<file path="config.mk">
export PLATFORM = sky130hd
export DESIGN_NAME = reg_bus_master
export DESIGN_NICKNAME = d
export VERILOG_FILES = /design/src/rtl/reg_bus_master.sv
export SDC_FILE = /design/constraint.sdc
export NUM_CORES = 1
export LEC_CHECK = 0
export ABC_AREA = 1
export BUFFER_PORTS_ARGS = -buffer_cell sky130_fd_sc_hd__buf_2
export CAP_MARGIN = 25
export CELL_PAD_IN_SITES_DETAIL_PLACEMENT = 0
export CELL_PAD_IN_SITES_GLOBAL_PLACEMENT = 1
export CORE_ASPECT_RATIO = 0.75
export CORE_MARGIN = 2
export CORE_UTILIZATION = 33
export CTS_BUF_LIST = sky130_fd_sc_hd__clkbuf_16
export CTS_CLUSTER_DIAMETER = 30
export DETAILED_ROUTE_END_ITERATION = 12
export PLACE_DENSITY_LB_ADDON = 0.3
export SLEW_MARGIN = 20
export SYNTH_ARGS = -nofsm -noshare
export SYNTH_HDL_FRONTEND = slang
export SYNTH_SLANG_ARGS = --single-unit
</file>
<file path="constraint.sdc">
create_clock -name clk -period 2 [get_ports clk]
set_input_delay 0.2 -clock clk [delete_from_list [all_inputs] [get_ports clk]]
set_output_delay 0.2 -clock clk [all_outputs]
set_load 0.01 [all_outputs]
</file>
<file path="src/rtl/reg_bus_master.sv">
// reg_bus_master: converts a valid/ready command stream into single
// transactions on the 32-bit register bus and returns one response per command.
// Optional: define REG_BUS_ALIGN_CHECK_EN to reject misaligned addresses
// (cmd_addr[1:0] != 0) without issuing them on the bus.
module reg_bus_master #(
  parameter int unsigned ADDR_W  = 32,
  parameter int unsigned DATA_W  = 32,
  parameter int unsigned TIMEOUT = 16
) (
  input  logic                clk,
  input  logic                rst,
  input  logic                cmd_valid,
  output logic                cmd_ready,
  input  logic                cmd_write,
  input  logic [ADDR_W-1:0]   cmd_addr,
  input  logic [DATA_W-1:0]   cmd_wdata,
  input  logic [DATA_W/8-1:0] cmd_wstrb,
  output logic [ADDR_W-1:0]   bus_addr,
  output logic [DATA_W-1:0]   bus_wdata,
  output logic [DATA_W/8-1:0] bus_wstrb,
  output logic                bus_we,
  output logic                bus_re,
  input  logic [DATA_W-1:0]   bus_rdata,
  input  logic                bus_ready,
  output logic                rsp_valid,
  input  logic                rsp_ready,
  output logic [DATA_W-1:0]   rsp_rdata,
  output logic                rsp_err
);

  localparam int unsigned CNT_W = (TIMEOUT > 2) ? $clog2(TIMEOUT) : 1;

  typedef enum logic [1:0] {IDLE, BUSY, RESP} state_t;

  state_t              state, state_nx;
  logic [CNT_W-1:0]    cnt, cnt_nx;
  logic [ADDR_W-1:0]   addr_nx;
  logic [DATA_W-1:0]   wdata_nx;
  logic [DATA_W/8-1:0] wstrb_nx;
  logic                we_nx, re_nx;
  logic [DATA_W-1:0]   rdata_nx;
  logic                err_nx;
  logic                accept;

  // Handshake outputs decoded from state; cmd_ready is held low while in reset.
  assign cmd_ready = (state == IDLE) && !rst;
  assign rsp_valid = (state == RESP);
  assign accept    = cmd_valid && cmd_ready;

  // Next-state and next-output computation for all registered signals.
  always_comb begin
    state_nx = state;
    cnt_nx   = cnt;
    addr_nx  = bus_addr;
    wdata_nx = bus_wdata;
    wstrb_nx = bus_wstrb;
    we_nx    = bus_we;
    re_nx    = bus_re;
    rdata_nx = rsp_rdata;
    err_nx   = rsp_err;
    unique case (state)
      IDLE: begin
        we_nx = 1'b0;
        re_nx = 1'b0;
        if (accept) begin
`ifdef REG_BUS_ALIGN_CHECK_EN
          if (cmd_addr[1:0] != 2'b00) begin
            rdata_nx = '0;
            err_nx   = 1'b1;
            state_nx = RESP;
          end else begin
            addr_nx  = cmd_addr;
            wdata_nx = cmd_wdata;
            wstrb_nx = cmd_wstrb;
            we_nx    = cmd_write;
            re_nx    = !cmd_write;
            cnt_nx   = '0;
            state_nx = BUSY;
          end
`else
          addr_nx  = cmd_addr;
          wdata_nx = cmd_wdata;
          wstrb_nx = cmd_wstrb;
          we_nx    = cmd_write;
          re_nx    = !cmd_write;
          cnt_nx   = '0;
          state_nx = BUSY;
`endif
        end
      end
      BUSY: begin
        // Success wins over the timeout terminal count in the same cycle.
        if (bus_ready) begin
          we_nx    = 1'b0;
          re_nx    = 1'b0;
          rdata_nx = bus_re ? bus_rdata : '0;
          err_nx   = 1'b0;
          state_nx = RESP;
        end else if (cnt == CNT_W'(TIMEOUT - 1)) begin
          we_nx    = 1'b0;
          re_nx    = 1'b0;
          rdata_nx = '0;
          err_nx   = 1'b1;
          state_nx = RESP;
        end else begin
          cnt_nx = cnt + CNT_W'(1);
        end
      end
      RESP: begin
        if (rsp_ready) begin
          rdata_nx = '0;
          err_nx   = 1'b0;
          state_nx = IDLE;
        end
      end
      default: state_nx = IDLE;
    endcase
  end

  // State and output registers with synchronous reset.
  always_ff @(posedge clk) begin
    if (rst) begin
      state     <= IDLE;
      cnt       <= '0;
      bus_addr  <= '0;
      bus_wdata <= '0;
      bus_wstrb <= '0;
      bus_we    <= 1'b0;
      bus_re    <= 1'b0;
      rsp_rdata <= '0;
      rsp_err   <= 1'b0;
    end else begin
      state     <= state_nx;
      cnt       <= cnt_nx;
      bus_addr  <= addr_nx;
      bus_wdata <= wdata_nx;
      bus_wstrb <= wstrb_nx;
      bus_we    <= we_nx;
      bus_re    <= re_nx;
      rsp_rdata <= rdata_nx;
      rsp_err   <= err_nx;
    end
  end

endmodule
</file>
==> results.txt, run 1 <==
status = completed
DRC errors left = 0
Final Max Tran Viols = 0
Finish-stage setup viols = 0
Sequential Area = 2180 um^2
Core Box Area = 12800 um^2
clk root buf = clkbuf_16
Top Ports = 211
H-Tree Depth = 3
CTS sink cnt = 109
Critical path origin = cnt[0]
CP Capture Point = rsp_rdata[31]
Syn Area/Cell = 7.06 um^2
Top FF cell, synth = dfxtp_1
R2R setup slack = 370 ps
Peak Freq = 615 MHz
DR iter-0 viols = 241
power per cell area = 849 nW/um^2
Clock Latency Late Sink = 360 ps
yosys warns = 0
post-synth cell types = 22
Synth top cells by count = nand2_1 (217), dfxtp_1 (109), nor2_1 (92)
fin crit share = 0.813
Synth Instances = 608
total gr overflow = 0
overall power = 4.88 mW
reg2reg start = cnt[0]
area share of the largest cell type after synthesis = 0.508
largest net degree at the start of global routing = 104
DR WL/cell = 12.3 um
critical path fanouts, max = 34
CTS Buffer Depth = 2
post-synthesis to final-layout area growth = 33.9%
Leak Pwr = 3.26 nW
Final Hold Vio Count = 0
relative slew slack = 0.619
r2r worst-path depth = 7
final wirelength = 12000 um
Buffers on Ports = 210
count leader, synth = nand2_1
final setup TNS = 0 ps
Worst setup EP type = register
setup bufs post-CTS = 0
Hold WC Path Type = input pin to register
RSZ-0062 raised after global routing = false
global placement routability congestion = 0.742
total number of vias = 4321
Worst Skew = 6.12 ps
Die Footprint = 13900 um^2
EDFF count, synth = 0
Async SR Flop Fraction = 0
share of layout cells above drive strength 1 = 0.305
gr usage total = 0.174
first-pass GRT wire length = 19200 um
main area contributors after synthesis = dfxtp_1 (51%), nand2_1 (19%), nand3_1 (8.9%)
die height = 103 um
Synth area leader = dfxtp_1
worst slew pin tran = 569 ps
Worst setup SP type = register
DP HPWL = 8300 um
TritonCTS Buffers = 9
Hold WS = 31.5 ps
post-synthesis cell area = 4290 um^2
Req. time, crit path = 2250 ps
syn_nets = 715
cts hold-fix bufs = 0
Synth Register Bits = 109
filler instances = 1399
cell row count = 36
Max VDD drop = 0.000405 V
Resized Gates After CTS = 0
type of the worst setup path = register to register
Die X-Extent = 136 um
crit path time final = 1630 ps
reg2reg end = rsp_rdata[31]
initial antenna violation count = 1
vias in the first global route = 3972
max cap viols = 0
Initial Utilization = 0.334
worst path arrival time = 1880 ps
Total Nets Final = 905
routed vias/inst = 4.43
sequential area share after synthesis = 0.508
drt pass-1 iters = 4
CTS clk-pin slew, worst paths = 80 ps
DRT antenna net count = 0
CTS tree = done
area of the multi-input gates = 1760 um^2
==> power breakdown <==
group / internal, mW / leakage [nW] / switching (mW)
logic: 0.298 / 2.22 / 0.425
clock network: 0.867 / 0.141 / 0.879
registers: 2.33 / 0.896 / 0.0815
==> worst max-delay path, stage by stage (launching register included) <==
cell and delay, ps:
dfxtp_1 350, ha_1 230, nand3_1 120, nand3_2 120, nand2_2 460, nand2_1 120, nand2_1 90, nor2_1 40
==> layer usage <==
| metal | global-route usage | vias up | part of all wire |
|---|---|---|---|
| li1 | - | 2263 | - |
| met1 | 0.207 | 1918 | 0.44 |
| met2 | 0.286 | 125 | 0.47 |
| met3 | 0.0742 | 15 | 0.078 |
| met4 | 0.0609 | 0 | 0.017 |
| met5 | 0 | - | 0 |
==> logic make-up (layout without fill, tap and decap cells) <==
group,count (synthesis),after routing,share of synthesized area
compound gates,5,5,0.00583
fa+ha+maj,1,1,0.00291
buf+inv,81,276,0.0808
flops,109,109,0.508
other cells,0,1,0
simple gates,412,412,0.402
==> worst min path at each step <==
stage	from	to	slack (ps)	cells after the start
after floorplan	cmd_wdata[10]	bus_wdata[10]	310	2
after global placement	cmd_addr[0]	bus_addr[0]	390	3
after detailed placement	cmd_addr[12]	bus_addr[12]	400	3
after CTS	cmd_addr[12]	bus_addr[12]	10	3
after global routing	cmd_wdata[11]	bus_wdata[11]	20	3
final	cmd_addr[12]	bus_addr[12]	30	3
==> sequential cells by signal, summed over array words and instances, names as in the netlist <==
register	flops
bus_addr	32
bus_wdata	32
rsp_rdata	32
bus_wstrb	4
cnt	4
state	2
bus_re	1
bus_we	1
rsp_err	1
==> cell usage in the layout (no fill, tap or decap) <==
master / netlist / layout
clkinv_1: 0 / 1
inv_6: 0 / 4
nand3_1: 76 / 76
nand3_2: 3 / 3
a21oi_1: 5 / 5
inv_8: 0 / 1
buf_12: 0 / 3
nor3_1: 1 / 1
ha_1: 1 / 1
nor2_2: 1 / 1
clkinv_2: 0 / 2
nand3b_1: 1 / 1
buf_2: 16 / 210
dfxtp_1: 109 / 109
nand2_1: 217 / 217
nor2_4: 1 / 1
nand2_2: 2 / 2
nand4_1: 16 / 16
diode_2: 0 / 1
nor2_1: 92 / 92
or2_0: 1 / 1
or2_2: 1 / 1
buf_4: 2 / 4
inv_2: 5 / 4
clkbuf_16: 0 / 9
inv_1: 38 / 38
==> through the flow <==
step / util / cells / area (um^2) / worst slack [ps]
floorplan: - / 608 / 4290 / 657
global placement: 0.426 / 958 / 5460 / 422
detailed placement: 0.426 / 958 / 5460 / 361
CTS: 0.447 / 974 / 5740 / 354
global route: 0.447 / 974 / 5740 / 138
finish: 0.448 / 975 / 5750 / 375
==> final cells by class <==
type,count,share of cell area
Antenna cell,1,0.000436
Clock buffer,9,0.0392
Clock inverter,7,0.00958
Inverter,43,0.0283
Multi-Input combinational cell,418,0.307
Sequential cell,109,0.380
Tap cell,171,0.0372
Timing Repair Buffer,217,0.199
(Power assumes the default switching activity.)
==> run 2: changes to the inputs <==
--- a/config.mk
+++ b/config.mk
@@ -12,7 +12,7 @@
 export CELL_PAD_IN_SITES_GLOBAL_PLACEMENT = 1
 export CORE_ASPECT_RATIO = 0.75
 export CORE_MARGIN = 2
-export CORE_UTILIZATION = 33
+export CORE_UTILIZATION = 28
 export CTS_BUF_LIST = sky130_fd_sc_hd__clkbuf_16
 export CTS_CLUSTER_DIAMETER = 30
 export DETAILED_ROUTE_END_ITERATION = 12
==> constraint.sdc (replaced) <==
create_clock -name clk -period 1.4 [get_ports clk]
set_input_delay 0.14 -clock clk [delete_from_list [all_inputs] [get_ports clk]]
set_output_delay 0.14 -clock clk [all_outputs]
set_load 0.01 [all_outputs]
==> results.txt, run 2 (synthesized netlist as in run 1, its figures left out) <==
Finish-stage setup viols = 0 (unchanged)
most common cell after layout, fill and taps aside = buf_2 (was nand2_1)
final wirelength = 13600 um (was 12000 um)
fin crit share = 0.978 (was 0.813)
r2r worst-path depth = 10 (was 7)
Total Nets Final = 990 (was 905)
status = completed (unchanged)
GRT Max-Usage Layer = met2 (unchanged)
vias in the first global route = 4618 (was 3972)
worst path arrival time = 1660 ps (was 1880 ps)
post-synthesis to final-layout area growth = 59.9% (was 33.9%)
area of the multi-input gates = 1860 um^2 (was 1760 um^2)
DRC errors left = 0 (unchanged)
Core Box Area = 15100 um^2 (was 12800 um^2)
Top Ports = 211 (unchanged)
R2R setup slack = 30 ps (was 370 ps)
DR WL/cell = 12.5 um (was 12.3 um)
M2 GR Usage = 0.270 (was 0.286)
reg2reg end = rsp_rdata[22] (was rsp_rdata[31])
TritonCTS Buffers = 9 (unchanged)
Hold WS = 20.1 ps (was 31.5 ps)
Largest regs = bus_addr: 32 flops, bus_wdata: 32 flops, rsp_rdata: 32 flops (unchanged)
initial antenna violation count = 0 (was 1)
power per cell area = 1110 nW/um^2 (was 849 nW/um^2)
CTS Buffer Depth = 2 (unchanged)
crit path time final = 1370 ps (was 1630 ps)
largest net degree at the start of global routing = 104 (unchanged)
die height = 111 um (was 103 um)
Req. time, crit path = 1690 ps (was 2250 ps)
drt pass-1 iters = 4 (unchanged)
RSZ-0062 raised after global routing = true (was false)
DR iter-0 viols = 179 (was 241)
cell row count = 39 (was 36)
GR Util met1 = 0.197 (was 0.207)
Die X-Extent = 147 um (was 136 um)
Worst setup SP type = register (unchanged)
total gr overflow = 0 (unchanged)
max cap viols = 0 (unchanged)
share of layout cells above drive strength 1 = 0.323 (was 0.305)
met3 usage = 0.0716 (was 0.0742)
global placement routability congestion = 0.775 (was 0.742)
Worst Hold Path EP = bus_wdata[9] (was bus_addr[12])
critical path fanouts, max = 8 (was 34)
Layout Utilization = 0.454 (was 0.448)
worst hold path stage count = 3 (unchanged)
hold path startpoint = cmd_wdata[9] (was cmd_addr[12])
worst slew pin tran = 520 ps (was 569 ps)
Worst Skew = 8.77 ps (was 6.12 ps)
Clock Latency Late Sink = 360 ps (about the same)
H-Tree Depth = 3 (unchanged)
Sequential Area = 2190 um^2 (was 2180 um^2)
total number of vias = 4707 (was 4321)
DP HPWL = 8720 um (was 8300 um)
gr usage total = 0.164 (was 0.174)
DRT antenna net count = 0 (unchanged)
type of the worst setup path = register to register (unchanged)
filler instances = 1526 (was 1399)
Final Max Tran Viols = 0 (unchanged)
Final Hold Vio Count = 0 (unchanged)
Hold WC Path Type = input pin to register (unchanged)
Critical path origin = state[1] (was cnt[0])
relative slew slack = 0.653 (was 0.619)
first-pass GRT wire length = 21800 um (was 19200 um)
Worst setup EP type = register (unchanged)
Peak Freq = 730 MHz (was 615 MHz)
most frequent cells in the layout = buf_2 (209), nand2_1 (204), dfxtp_1 (105) (was nand2_1 (217), buf_2 (210), dfxtp_1 (109))
worst slack at placement = 5.63 ps (was 361 ps)
Buffers on Ports = 210 (unchanged)
Die Footprint = 16300 um^2 (was 13900 um^2)
routed vias/inst = 4.31 (was 4.43)
final worst slack = 31.0 ps (was 375 ps)
CTS tree = done (unchanged)
Initial Utilization = 0.284 (was 0.334)
Leak Pwr = 3.70 nW (was 3.26 nW)
CTS clk-pin slew, worst paths = 80 ps (about the same)
n_diodes = 0 (was 1)
CTS sink cnt = 109 (unchanged)
Max VDD drop = 0.000650 V (was 0.000405 V)
reg2reg start = state[1] (was cnt[0])
clk root buf = clkbuf_16 (unchanged)
-- run 2: critical path: stages, from the launching register on --
cell	delay (ps)
dfxtp_2	350
buf_6	120
inv_4	40
nor2_4	150
nand2_4	90
nand2_4	90
nand2_8	90
clkbuf_16	180
nand2_2	50
nand2_1	40
nor2_1	100
-- run 2: how the worst max path moves through the flow --
stage | cells past startpoint | end
floorplan | 9 | rsp_rdata[25]
global placement | 9 | rsp_rdata[5]
detailed placement | 9 | rsp_rdata[11]
CTS | 5 | rsp_valid
global route | 10 | rsp_rdata[24]
finish | 10 | rsp_rdata[22]
-- run 2: what timing repair did --
| action | CTS | global route |
|---|---|---|
| endpoints found under the hold margin | 67 | 0 |
| hold buffers | 67 | 0 |
| endpoints found under the setup margin | 5 | 53 |
| pin swaps | 2 | 8 |
| buffers inserted | 1 | 1 |
| gates cloned | 1 | 4 |
| gates resized for setup | 6 | 31 |
-- run 2: final cells by class --
type,instances,area share
tap,205,0.0374
inverter,43,0.0241
multi-input combinational,418,0.272
clock inverter,7,0.0149
sequential,109,0.319
timing repair buffer,302,0.300
clock buffer,9,0.0328
-- run 2: report_power, final --
| group | internal (mW) | total, mW | switching [mW] |
|---|---|---|---|
| logic | 0.633 | 1.32 | 0.684 |
| registers | 3.33 | 3.45 | 0.121 |
| clock network | 1.60 | 2.86 | 1.26 |
-- run 2: layer usage --
layer / routed length (um) / vias to the layer above
li1: - / 2431
met1: 5980 / 2094
met2: 6240 / 170
met3: 1260 / 12
met4: 152 / 0
met5: 0 / -
-- run 2: per-stage QoR --
step / instances / power (mW) / setup TNS (ps) / instance area (um^2)
floorplan: 608 / 4.08 / 0 / 4290
global placement: 1003 / 4.58 / 0 / 5610
detailed placement: 1003 / 4.60 / 0 / 5610
CTS: 1088 / 7.66 / 0 / 6670
global route: 1093 / 8.02 / -1080 / 6860
finish: 1093 / 7.62 / 0 / 6860
